## config.mk

```make
export PLATFORM = sky130hd
export DESIGN_NAME = fetch_stage
export DESIGN_NICKNAME = d
export VERILOG_FILES = /design/src/rtl/fetch_stage.sv
export SDC_FILE = /design/constraint.sdc
export NUM_CORES = 1
export LEC_CHECK = 0
export BUFFER_PORTS_ARGS = -buffer_cell sky130_fd_sc_hd__buf_2
export CAP_MARGIN = 20
export CORE_ASPECT_RATIO = 1.2
export CORE_MARGIN = 1
export CORE_UTILIZATION = 55
export CTS_CLUSTER_SIZE = 28
export DETAILED_ROUTE_END_ITERATION = 8
export PLACE_DENSITY = 0.92
export SYNTH_ARGS = -nofsm -noshare
export SYNTH_HDL_FRONTEND = slang
export SYNTH_SLANG_ARGS = --single-unit
export TNS_END_PERCENT = 5
```

## constraint.sdc

```tcl
create_clock -name clk -period 3.53 [get_ports clk]
set_input_delay 0.1765 -clock clk [delete_from_list [all_inputs] [get_ports clk]]
set_output_delay 0.1765 -clock clk [all_outputs]
set_load 0.05 [all_outputs]
```

## src/rtl/fetch_stage.sv

```systemverilog
// fetch_stage: instruction-fetch stage of the femtoRV32 core.
// Holds the PC, addresses a combinational instruction ROM, and registers the
// fetched word into the IF/ID pipeline register with a valid/ready handshake.
// Execute-stage redirects squash the in-flight instruction. A misaligned
// redirect target freezes the stage in FAULT until reset.
module fetch_stage #(
    parameter logic [31:0] RESET_PC = 32'h0000_0000,
    parameter int unsigned ADDR_W   = 6,
    parameter logic [31:0] NOP_INST = 32'h0000_0013
) (
    input  logic              clk,
    input  logic              rst_n,
    output logic [ADDR_W-1:0] imem_addr,
    input  logic [31:0]       imem_data,
    input  logic              redirect_valid,
    input  logic [31:0]       redirect_pc,
    input  logic              id_ready,
    output logic              id_valid,
    output logic [31:0]       id_inst,
    output logic [31:0]       id_pc,
    output logic [31:0]       id_pc_plus4,
    output logic [31:0]       fetch_pc,
    output logic              fault,
    output logic [31:0]       fetch_cnt
);

    typedef enum logic {
        RUN   = 1'b0,
        FAULT = 1'b1
    } state_t;

    state_t      state_q;
    logic [31:0] pc_q;
    logic        id_valid_q;
    logic [31:0] id_inst_q;
    logic [31:0] id_pc_q;
    logic [31:0] id_pc_plus4_q;
    logic        fault_q;
    logic [31:0] fetch_cnt_q;

    logic transfer;
    logic advance;
    logic misaligned;

    // Handshake qualifiers: a transfer hands id_* to decode; advance means the
    // pipeline register is free to take the word currently on imem_data.
    assign transfer   = id_valid_q && id_ready;
    assign advance    = !id_valid_q || id_ready;
    assign misaligned = (redirect_pc[1:0] != 2'b00);

    // The ROM is word addressed; bits above the ROM size are ignored, so the
    // fetch address wraps while the full byte PC keeps counting.
    assign imem_addr   = pc_q[ADDR_W+1:2];

    assign id_valid    = id_valid_q;
    assign id_inst     = id_inst_q;
    assign id_pc       = id_pc_q;
    assign id_pc_plus4 = id_pc_plus4_q;
    assign fetch_pc    = pc_q;
    assign fault       = fault_q;
    assign fetch_cnt   = fetch_cnt_q;

    // Fetch FSM: PC update, IF/ID capture, squash, fault entry and delivery count.
    always_ff @(posedge clk or negedge rst_n) begin
        if (!rst_n) begin
            state_q       <= RUN;
            pc_q          <= RESET_PC;
            id_valid_q    <= 1'b0;
            id_inst_q     <= NOP_INST;
            id_pc_q       <= 32'h0000_0000;
            id_pc_plus4_q <= 32'h0000_0000;
            fault_q       <= 1'b0;
            fetch_cnt_q   <= 32'h0000_0000;
        end else begin
            // A transfer on the same edge as a redirect still counts: decode
            // took the instruction before the squash lands.
            if (transfer) begin
                fetch_cnt_q <= fetch_cnt_q + 32'd1;
            end

            case (state_q)
                RUN: begin
                    if (redirect_valid) begin
                        // Squash whatever is in IF/ID and drop this cycle's fetch.
                        id_valid_q <= 1'b0;
                        id_inst_q  <= NOP_INST;
                        if (misaligned) begin
                            state_q <= FAULT;
                            fault_q <= 1'b1;
                        end else begin
                            pc_q <= redirect_pc;
                        end
                    end else if (advance) begin
                        id_inst_q     <= imem_data;
                        id_pc_q       <= pc_q;
                        id_pc_plus4_q <= pc_q + 32'd4;
                        id_valid_q    <= 1'b1;
                        pc_q          <= pc_q + 32'd4;
                    end
                end
                FAULT: begin
                    // Frozen: nothing new is ever delivered until reset.
                    id_valid_q <= 1'b0;
                end
                default: begin
                    state_q <= FAULT;
                    fault_q <= 1'b1;
                end
            endcase
        end
    end

endmodule

```

======== Word-level counts from Yosys, hierarchy flattened ========
Cells that the tools add are included.
word-level totals
  word-level logic and storage cells ...... 34
  register bits ........................... 163
  input port bits ......................... 68
  output and inout port bits .............. 168
operators by class
  bitwise operators ....................... 2
  $add $sub $neg .......................... 2
  mux-type cells .......................... 11
  equal/unequal tests ..................... 2
  reduce and logical (&&, ||, !) cells .... 9
operators with widths
  kind                                                              number
  32-bit 2-to-1 mux                                                 5
  32-bit by 1-bit adder with 32-bit output (second input constant)  1
  32-bit by 3-bit adder with 32-bit output (second input constant)  1
  3-bit AND reduction                                               3
  1-bit 2-to-1 mux                                                  5
  2-bit nonzero test                                                2
  3-bit != test (second input constant)                             1
  2-bit != test (second input constant)                             1
  1-bit inverter                                                    2
  1-bit case mux with 2 select lines                                1
  2-bit AND reduction                                               1
  1-bit logical AND                                                 1
  1-bit logical NOT                                                 1
  1-bit logical OR                                                  1

======== Longest topological paths before layout ========
Gate-level depths: netlist of run 1.
  word-level depth ........................ 5
  gate-level depth with buffers ........... 9
  mapped depth without buffers ............ 5

======== Worst setup path before layout of run 1 ========
Ideal clock, no wire load.
  path type ............................... register to register
  start ................................... register pc_q[2] (netlist: fetch_pc[2])
  end ..................................... register id_pc_plus4_q[26] (netlist: id_pc_plus4[26])
  clock period less this slack ............ 2,335 ps
  data required time ...................... 3,443 ps
  stages on the path, launching flop included .. 7
  buffers on the path ..................... 1
  slack ................................... 1,195 ps
  arrival ................................. 2,248 ps
  cells stage by stage .................... dfrtp_1 -> ha_1 -> and4_1 -> buf_2 -> nand4_1 -> or4_1 -> o211ai_1
between the ends
  cells in the longest elaborated chain, start to end .. 1
ends and longest elaborated chain
  item                                      line  RTL
  start, declared                           33    logic [31:0] pc_q;
  start signal, assigned                    91    pc_q <= redirect_pc;
  start signal, assigned                    98    pc_q <= pc_q + 32'd4;
  32-bit by 3-bit adder with 32-bit output  96    id_pc_plus4_q <= pc_q + 32'd4;
  end signal, assigned                      96
  end, declared                             37    logic [31:0] id_pc_plus4_q;
Every way passes these cells.
A chain may end at the register's enable or synchronous reset.

======== Final worst setup path of run 1 ========
  start ................................... register pc_q[7] (netlist: fetch_pc[7])
  end ..................................... register pc_q[31] (netlist: fetch_pc[31])
between the ends
  cells in the longest elaborated chain, start to end .. 3
ends and longest elaborated chain
  item                                      line  RTL
  32-bit by 3-bit adder with 32-bit output  98
  32-bit 2-to-1 mux                         93    end else if (advance) begin
  32-bit 2-to-1 mux                         83    if (redirect_valid) begin
Every way passes these cells. The select of a mux whose other input is x is not followed.

==> metrics.yaml, run 1 <==
floorplanning:
  rows: 46
  die_area_um2: 14070
  start_util: 0.5647
  die_h_um: 129.7
  io_pins: 236
  die_w_um: 108.4
  coreArea_um2: 13240
logic_synthesis:
  netlist.area_leader.share: 0.5289
  ys.flop_type: "dfrtp_1"
  syn_nets: 824
  synthTopCellsByArea: "dfrtp_1 (53%), nand2_1 (7.1%), a22o_1 (3.6%), xnor2_1 (3.4%), nand3_1 (2.7%)"
  synth_edf_count: 0
  synth_seq_cells: 161
  synth_area_leader_cell: "dfrtp_1"
  netlist_area_um2: 7476
  async_flop_share: 1.000
  ys_seq_area_frac: 0.5394
  yosys_warnings: 0
  syn_avg_cell_area_um2: 9.915
  postSynthCellCount: 754
  ys_types: 60
cts:
  h-tree-depth: 4
  clockRootBuffer: "clkbuf_16"
  cts_setup_buffers: 0
  cts_hold_buf: 38
  cts_tree: "done"
  cts.path.max_buffers: 2
  cts.sinks: 161
  clock_latency_ns: 0.44
  post_cts_resized: 0
  cts.reportedPaths.clkPinSlew_ns: 0.06
  cts_buffers: 17
worst_setup_path:
  critPathLaunchType: "flop"
  crit_slowest_cell: "or4_1"
  crit_buf_inv: 0
  path_max_fanout: 20
  cp.arrival_ns: 2.94
  timing.critical_path.required_ns: 3.84
  crit_family: "simple AND/OR/NAND/NOR gates"
  slowest_delay_ns: 0.76
  endpoint_kind: "flop"
  path_cells: "and2_0 > nand4_1 > or4_1 > o311ai_0"
  path_class: "reg2reg"
routing:
  remaining_drc_errors: 0
  antenna_left: 0
  num_vias: 7302
  wl_per_cell_um: 19.57
  drt_iter0_drc: 773
  avgViaCountPerCell: 6.220
  dr.pass1.iters: 8
  wl_um: 22980
layout:
  instances_no_fill: 1174
  drive_gt1_frac: 0.2883
  diodes: 0
  nFillCells: 942
  areaGrowthSynthToFinish_pct: 29.51
  nets: 1063
grt:
  grt_start_max_net_pins: 110
  grt_usage: 0.3277
  antenna_found_initial: 0
  overflow: 0
  first_global_vias: 6886
  grt_pass1_wl_um: 35230
pwr:
  power_mw: 4.351
  max-vdd-ir-drop_uv: 352.6
  p_per_area_nw_per_um2: 449.4
  p_leak_nw: 4.878
timing:
  finalSetupTns_ns: 0
  finalCriticalPeriod_ns: 2.621
  worst-slew-pin-transition_ns: 1.064
  min_period_over_period: 0.7425
  hold_viol: 0
  clock-skew-final_ns: 0.006963
  fmax_mhz: 381.5
  final_max_slew_viol_count: 0
  finalSetupViolations: 0
  rsz0062_at_grt: "false"
  relSlewSlack: 0.2904
  hold_slack_ns: 0.01162
place:
  routabilityCongestion: 0.9050
  dp_hpwl_um: 14990
  io_buffers: 235
  dp_cells: 1103
job:
  drv_cap: 0
status:
  status: "complete, no violations"
hold_path:
  hold_class: "in2reg"
[cell usage after synthesis, types with 17 or more instances]
library cell / number
nor2_1: 25
xnor2_1: 29
nand4_1: 30
dfrtp_1: 158
nand2_1: 141
clkbuf_1: 28
nor3_1: 24
buf_2: 18
nand3_1: 40
a22o_1: 31
inv_1: 17
o21ai_0: 32
[worst paths after layout]
path | depth (start not counted) | slack [ns] | endpoint | from
min in group asynchronous | 2 | 0.45 | fetch_cnt[12] | rst_n
max in group asynchronous | 3 | 2.21 | fetch_pc[15] | rst_n
worst min-delay path | 3 | 0.01 | fetch_pc[19] | redirect_pc[19]
worst min register to register | 2 | 0.47 | id_pc[26] | id_pc[26]
worst max register to register | 4 | 0.91 | fetch_pc[31] | fetch_pc[7]
worst max-delay path | 4 | 0.91 | fetch_pc[31] | fetch_pc[7]
[cells in the final DEF (no fill, tap or decap), drive strengths merged, types with 3 or more instances in the layout]
master and instances:
buf 244, dfrtp 158, nand2 141, nand3 41, dlygate4sd3 38, o21ai 32
nand4 32, a22o 31, xnor2 29, nor2 25, nor3 24, clkbuf 22
inv 20, nor4 15, o311ai 13, xor2 13, or4 12, and3 11
o211ai 11, a22oi 7, and4 6, and2 6, a31oi 5, o31ai 5
a21oi 5, a21boi 4, o22a 4, clkinv 4, a21o 3, or3 3
mux2i 3, o2111ai 3, bufinv 3, dfstp 3
[per-layer routing]
layer  part of all wire  track usage
met1               0.37       0.4197
met2               0.49       0.5216
met3              0.082      0.06044
met4              0.049       0.1916
met5                  0            0
[power by group]
part	switching, mW	total, mW	leakage [nW]	internal, mW
sequential	0.0515	1.95	2.02	1.89
combinational	0.328	0.467	2.56	0.139
clock	0.760	1.94	0.302	1.18
[registers in the layout (all words and copies together), names as in the netlist]
register	cells
fault	1
fetch_pc	32
id_valid	1
id_pc	32
id_inst	32
fetch_cnt	32
id_pc_plus4	30
state_q	1
[per-stage QoR]
step                instance area, µm²  worst slack, ns  utilization
finish                            9682           0.9091       0.7314
global route                      9682           0.7491       0.7314
CTS                               9671           0.9860       0.7305
detailed placement                8666           0.9716       0.6546
global placement                  8666            1.044       0.6546
floorplan                         7476            1.195            -
[cells by family after synthesis]
group / count (synthesis) / synth area share
AND/OR/NAND/NOR: 326 / 0.2172
multiplexers: 4 / 0.005523
flip-flops: 161 / 0.5394
AO/OA/AOI/OAI: 139 / 0.1369
XOR/XNOR: 42 / 0.04920
adder cells (fa/ha/maj): 2 / 0.003347
buffers and inverters: 80 / 0.04837
[area by class of cell]
class	count	area (µm²)	area share
flip-flops and latches	161	4033	0.4165
repair buffers	282	1647	0.1701
clock inverters	10	150.1	0.01551
inverters	18	67.56	0.006979
multi-input cells	513	3100	0.3202
clock buffers	22	474.2	0.04898
well taps	168	210.2	0.02171
[tightest hold or removal path, stage by stage]
cell and delay (ns):
buf_2 0.09, a22oi_1 0.05, o311ai_0 0.08
(Power assumes the default switching activity.)
==> run 2: changes to the inputs <==
Settings changed: CORE_UTILIZATION 55 to 46, PLACE_DENSITY 0.92 to 0.83.
Clock period 3.53 ns to 2.3 ns, I/O delays scaled along.
==> run 2 against run 1 <==
Compared with the run above:
- first-iteration DRC count is 20% lower
- sequential power is 52% higher
- die area is 19% higher
- critical path depth is 1 higher
- cell area is 3.9% higher
- sequential share of layout area is 1.6 points lower
==> metrics.yaml, run 2 (synthesized netlist as in run 1, its figures left out) <==
routing:
  wl_per_cell_um: 18.27  # was 19.57 µm
  num_vias: 7220  # was 7302
  antenna_left: 0  # unchanged
  wl_um: 23000  # was 22980 µm
  dr.pass1.iters: 5  # was 8
  remaining_drc_errors: 0  # unchanged
  avgViaCountPerCell: 5.735  # was 6.220
  drt_iter0_drc: 615  # was 773
cts:
  cts_buffers: 17  # unchanged
  clockRootBuffer: "clkbuf_16"  # unchanged
  cts.reportedPaths.clkPinSlew_ns: 0.07  # was 0.06 ns
  cts_tree: "done"  # unchanged
  cts_setup_buffers: 0  # unchanged
  clock_latency_ns: 0.43  # was 0.44 ns
  cts.path.max_buffers: 2  # unchanged
  h-tree-depth: 4  # unchanged
  cts.sinks: 161  # unchanged
grt:
  antenna_found_initial: 0  # unchanged
  first_global_vias: 7030  # was 6886
  grt_start_max_net_pins: 60  # was 110
  grt_pass1_wl_um: 36510  # was 35230 µm
  overflow: 0  # unchanged
  grt_usage: 0.2794  # was 0.3277
timing:
  finalSetupViolations: 0  # unchanged
  worst-slew-pin-transition_ns: 0.7886  # was 1.064 ns
  rsz0062_at_grt: "false"  # unchanged
  finalCriticalPeriod_ns: 2.111  # was 2.621 ns
  min_period_over_period: 0.9177  # was 0.7425
  final_max_slew_viol_count: 0  # unchanged
  fmax_mhz: 473.8  # was 381.5 MHz
  hold_viol: 0  # unchanged
  hold_slack_ns: 0.03878  # was 0.01162 ns
  clock-skew-final_ns: 0.01031  # was 0.006963 ns
  finalSetupTns_ns: 0  # unchanged
  relSlewSlack: 0.4714  # was 0.2904
floorplanning:
  die_area_um2: 16770  # was 14070 µm²
  rows: 50  # was 46
  start_util: 0.4742  # was 0.5647
  die_h_um: 141.7  # was 129.7 µm
  coreArea_um2: 15770  # was 13240 µm²
  io_pins: 236  # unchanged
  die_w_um: 118.4  # was 108.4 µm
worst_setup_path:
  cp.arrival_ns: 2.37  # was 2.94 ns
  startpoint: "fetch_pc[2]"  # was fetch_pc[7]
  endpoint_kind: "flop"  # unchanged
  path_max_fanout: 9  # was 20
  crit_slowest_cell: "o311ai_0"  # was or4_1
  slowest_delay_ns: 0.48  # was 0.76 ns
  path_cells: "ha_2 > and4_1 > nand3_1 > o311ai_0 > o2111ai_1"  # was and2_0 > nand4_1 > or4_1 > o311ai_0
  timing.critical_path.required_ns: 2.56  # was 3.84 ns
  r2r_start: "fetch_pc[2]"  # was fetch_pc[7]
  critPathLaunchType: "flop"  # unchanged
  path_class: "reg2reg"  # unchanged
place:
  dp_cells: 1177  # was 1103
  dp_hpwl_um: 15960  # was 14990 µm
  io_buffers: 235  # unchanged
  routabilityCongestion: 0.9217  # was 0.9050
layout:
  drive_gt1_frac: 0.3102  # was 0.2883
  final_cell_mix: "buf_2 (234), dfrtp_1 (156), nand2_1 (140)"  # was buf_2 (234), dfrtp_1 (158), nand2_1 (140)
  nFillCells: 1315  # was 942
  areaGrowthSynthToFinish_pct: 34.61  # was 29.51%
  diodes: 0  # unchanged
  final_common_cell: "buf_2"  # unchanged
  seq_area_um2: 4035  # was 4033 µm²
  nets: 1108  # was 1063
  multiInputGateArea_um2: 3103  # was 3100 µm²
  instances_no_fill: 1259  # was 1174
hold_path:
  hold_class: "in2reg"  # unchanged
  min_from: "redirect_pc[12]"  # was redirect_pc[19]
job:
  drv_cap: 0  # unchanged
pwr:
  power_mw: 6.582  # was 4.351 mW
  p_per_area_nw_per_um2: 654.0  # was 449.4 nW/µm²
  p_leak_nw: 5.060  # was 4.878 nW
  max-vdd-ir-drop_uv: 471.8  # was 352.6 µV
status:
  status: "complete, no violations"  # unchanged
[run 2: cell count changes in the layout (fill, tap and decap cells not counted)]
cell           previous run  this run
buf_4                     7        41
dlygate4sd3_1            38        50
clkbuf_8                  3         0
clkinv_4                  4         2
clkinvlp_4                1         3
dfrtp_1                 158       156
dfrtp_2                   0         2
inv_8                     0         2
buf_6                     2         1
bufinv_16                 3         2
clkinv_2                  0         1
ha_1                      2         1
ha_2                      0         1
inv_6                     2         3
[run 2: critical path, delay by kind of cell, from the launching register on]
kind / cells / cell delay (ns)
adder cells (fa/ha/maj): 1 / 0.27
flip-flops: 1 / 0.44
AND/OR/NAND/NOR: 2 / 0.52
AO/OA/AOI/OAI: 2 / 0.70
[run 2: routing by layer]
metal	share of wire	up-vias	track usage	wire length, µm
met1	0.41	3535	0.3642	9526
met5	0	-	0	0
met4	0.033	0	0.1352	770
li1	-	3278	-	-
met3	0.065	54	0.05426	1504
met2	0.49	353	0.4492	11200
[run 2: where the power goes]
group | internal [mW] | switching (mW) | total [mW] | leakage (nW)
Combinational | 0.245 | 0.524 | 0.770 | 2.76
Sequential | 2.91 | 0.0632 | 2.97 | 2.02
Clock | 1.62 | 1.22 | 2.84 | 0.278
[run 2: metrics by stage]
stage            util  worst slack [ns]  area (µm²)
2_1_floorplan       -           0.06486        7478
3_3_place_gp   0.5692            0.2774        8974
3_5_place_dp   0.5692            0.1805        8974
4_1_cts        0.6382            0.1559       10060
5_1_grt        0.6383           0.05627       10060
6_report       0.6383            0.1893       10060
[run 2: final cells by class]
cell class                 instances  area share
clock buffer                      19     0.04302
multi-input combinational        513      0.3083
timing repair buffer             327      0.1998
sequential                       161      0.4010
clock inverter                    13     0.01529
tap                              208     0.02586
inverter                          18    0.006714
[run 2: path summary, 6_finish.rpt]
| kind | end | cells past startpoint | slack, ns |
|---|---|---|---|
| worst max-delay path | fetch_pc[18] | 5 | 0.19 |
| worst min-delay path | fetch_pc[12] | 4 | 0.04 |
| worst max register to register | fetch_pc[18] | 5 | 0.19 |
| worst min register to register | fetch_cnt[31] | 1 | 0.47 |
| max in group asynchronous | id_inst[16] | 3 | 1.33 |
| min in group asynchronous | fetch_cnt[9] | 2 | 0.21 |
[run 2: what timing repair did]
action                                  4_1_cts  5_1_grt
hold buffers                                 50        0
resized for setup                             0        1
endpoints found under the setup margin        0        1
hold endpoints to repair                    104        0
==> run 3: changes to the inputs <==
--- a/constraint.sdc
+++ b/constraint.sdc
@@ -3,2 +3,2 @@
 set_output_delay 0.115 -clock clk [all_outputs]
-set_load 0.05 [all_outputs]
+set_load 0.01 [all_outputs]
==> run 3 against run 2 <==
Compared with the run above:
- sequential power about the same
- wire length increased by 2.6%
- non-clock buffer count decreased by 1
- die area unchanged
- global-route usage increased by 0.56 points
- critical endpoint is now id_pc_plus4[26]
- sequential share of layout area decreased by 0.15 points
- register-to-register slack got worse by 0.06 ns
- first-iteration DRC count increased by 24%
- largest cell class unchanged
- critical path type unchanged
==> metrics.yaml, run 3 (synthesized netlist as in run 1, its figures left out) <==
status:
  status: "complete, no violations"  # unchanged
cts:
  cts.sinks: 161  # unchanged
  clock_latency_ns: 0.44  # was 0.43 ns
  cts_tree: "done"  # unchanged
  cts.path.max_buffers: 2  # unchanged
  cts.reportedPaths.clkPinSlew_ns: 0.06  # was 0.07 ns
  cts_buffers: 17  # unchanged
  clockRootBuffer: "clkbuf_16"  # unchanged
  h-tree-depth: 4  # unchanged
floorplanning:
  io_pins: 236  # unchanged
  coreArea_um2: 15770  # unchanged
  die_area_um2: 16770  # unchanged
  die_w_um: 118.4  # unchanged
  start_util: 0.4742  # unchanged
  die_h_um: 141.7  # unchanged
  rows: 50  # unchanged
timing:
  worst-slew-pin-transition_ns: 0.6555  # was 0.7886 ns
  finalSetupViolations: 0  # unchanged
  finalSetupTns_ns: 0  # unchanged
  hold_viol: 0  # unchanged
  fmax_mhz: 461.1  # was 473.8 MHz
  rsz0062_at_grt: "false"  # unchanged
  relSlewSlack: 0.5590  # was 0.4714
  final_max_slew_viol_count: 0  # unchanged
  min_period_over_period: 0.9430  # was 0.9177
  finalCriticalPeriod_ns: 2.169  # was 2.111 ns
  clock-skew-final_ns: 0.01034  # was 0.01031 ns
routing:
  wl_um: 23600  # was 23000 µm
  dr.pass1.iters: 6  # was 5
  antenna_left: 0  # unchanged
  avgViaCountPerCell: 5.705  # was 5.735
  remaining_drc_errors: 0  # unchanged
  drt_iter0_drc: 765  # was 615
  wl_per_cell_um: 18.77  # was 18.27 µm
  num_vias: 7171  # was 7220
layout:
  nFillCells: 1283  # was 1315
  diodes: 0  # unchanged
  areaGrowthSynthToFinish_pct: 35.03  # was 34.61%
  final_cell_mix: "buf_2 (234), dfrtp_1 (158), nand2_1 (140)"  # was buf_2 (234), dfrtp_1 (156), nand2_1 (140)
  instances_no_fill: 1257  # was 1259
  nets: 1107  # was 1108
  multiInputGateArea_um2: 3103  # unchanged
  seq_area_um2: 4033  # was 4035 µm²
  drive_gt1_frac: 0.3060  # was 0.3102
  final_common_cell: "buf_2"  # unchanged
  final_util: 0.6403  # was 0.6383
grt:
  grt_usage: 0.2850  # was 0.2794
  first_global_vias: 6960  # was 7030
  grt_start_max_net_pins: 68  # was 60
  antenna_found_initial: 0  # unchanged
  overflow: 0  # unchanged
  grt_pass1_wl_um: 37150  # was 36510 µm
place:
  io_buffers: 235  # unchanged
  routabilityCongestion: 0.8640  # was 0.9217
  dp_hpwl_um: 15810  # was 15960 µm
  dp_cells: 1174  # was 1177
worst_setup_path:
  timing.critical_path.required_ns: 2.65  # was 2.56 ns
  r2r_start: "fetch_pc[3]"  # was fetch_pc[2]
  path_max_fanout: 7  # was 9
  rrSetupSlack_ns: 0.13  # was 0.19 ns
  r2r-end: "id_pc_plus4[26]"  # was fetch_pc[18]
  path_class: "reg2reg"  # unchanged
  slowest_delay_ns: 0.61  # was 0.48 ns
  startpoint: "fetch_pc[3]"  # was fetch_pc[2]
  critPathLaunchType: "flop"  # unchanged
  endpoint_kind: "flop"  # unchanged
  crit_slowest_cell: "or4_1"  # was o311ai_0
  cp.arrival_ns: 2.52  # was 2.37 ns
  rr_worst_depth: 5  # unchanged
  path_cells: "ha_2 > and4_1 > nand4_1 > or4_1 > o211ai_1"  # was ha_2 > and4_1 > nand3_1 > o311ai_0 > o2111ai_1
pwr:
  p_per_area_nw_per_um2: 629.3  # was 654.0 nW/µm²
  p_leak_nw: 5.072  # was 5.060 nW
  power_mw: 6.353  # was 6.582 mW
  max-vdd-ir-drop_uv: 438.2  # was 471.8 µV
job:
  drv_cap: 0  # unchanged
hold_path:
  min_to: "fetch_pc[6]"  # was fetch_pc[12]
  min_from: "redirect_pc[6]"  # was redirect_pc[12]
  hold_depth: 3  # was 4
  hold_class: "in2reg"  # unchanged
[run 3: layout make-up]
class	count	share of cell area
Timing Repair Buffer	326	0.2027
Tap cell	208	0.02578
Sequential cell	161	0.3995
Clock inverter	11	0.01277
Multi-Input combinational cell	513	0.3074
Clock buffer	20	0.04524
Inverter	18	0.006693
[run 3: through the flow]
step	setup slack [ns]	hold WS [ns]	instance area, µm²
3_5_place_dp	0.1929	0.07732	8986
2_1_floorplan	0.2750	-0.1806	7476
5_1_grt	0.02400	0.04431	10090
4_1_cts	0.1156	0.005351	10090
6_report	0.1312	0.02138	10090
3_3_place_gp	0.2832	0.07120	8986
[run 3: worst max path at each step]
| stage | cells past startpoint | slack, ns | end |
|---|---|---|---|
| floorplan | 6 | 0.27 | id_pc_plus4[26] |
| global placement | 5 | 0.28 | id_pc_plus4[26] |
| detailed placement | 5 | 0.19 | id_pc_plus4[26] |
| CTS | 5 | 0.12 | id_pc_plus4[26] |
| global route | 6 | 0.02 | fetch_pc[30] |
| finish | 5 | 0.13 | id_pc_plus4[26] |
[run 3: timing repair]
item | CTS | global route
endpoints found under the hold margin | 132 | 0
gates resized for setup | 0 | 2
buffers inserted | 0 | 0
setup endpoints to repair | 0 | 3
hold buffers | 52 | 0
[run 3: worst max-delay path, delay by kind of cell, from the launching register on]
kind | cells | cell delay [ns]
AOI/OAI and AO/OA | 1 | 0.12
adders and majority gates | 1 | 0.29
DFF | 1 | 0.46
and+or+nand+nor | 3 | 1.21
[run 3: routing by layer]
layer / vias up / GRT usage / wire length (µm)
met5: - / 0 / 0
met4: 0 / 0.1412 / 906
met3: 71 / 0.06752 / 1769
met2: 377 / 0.4533 / 11230
met1: 3444 / 0.3665 / 9694
li1: 3279 / - / -
[run 3: power by group]
group,switching (mW),internal (mW),total [mW]
combinational,0.272,0.250,0.521
clock,1.20,1.66,2.86
sequential,0.0649,2.91,2.97
total,1.54,4.81,6.35
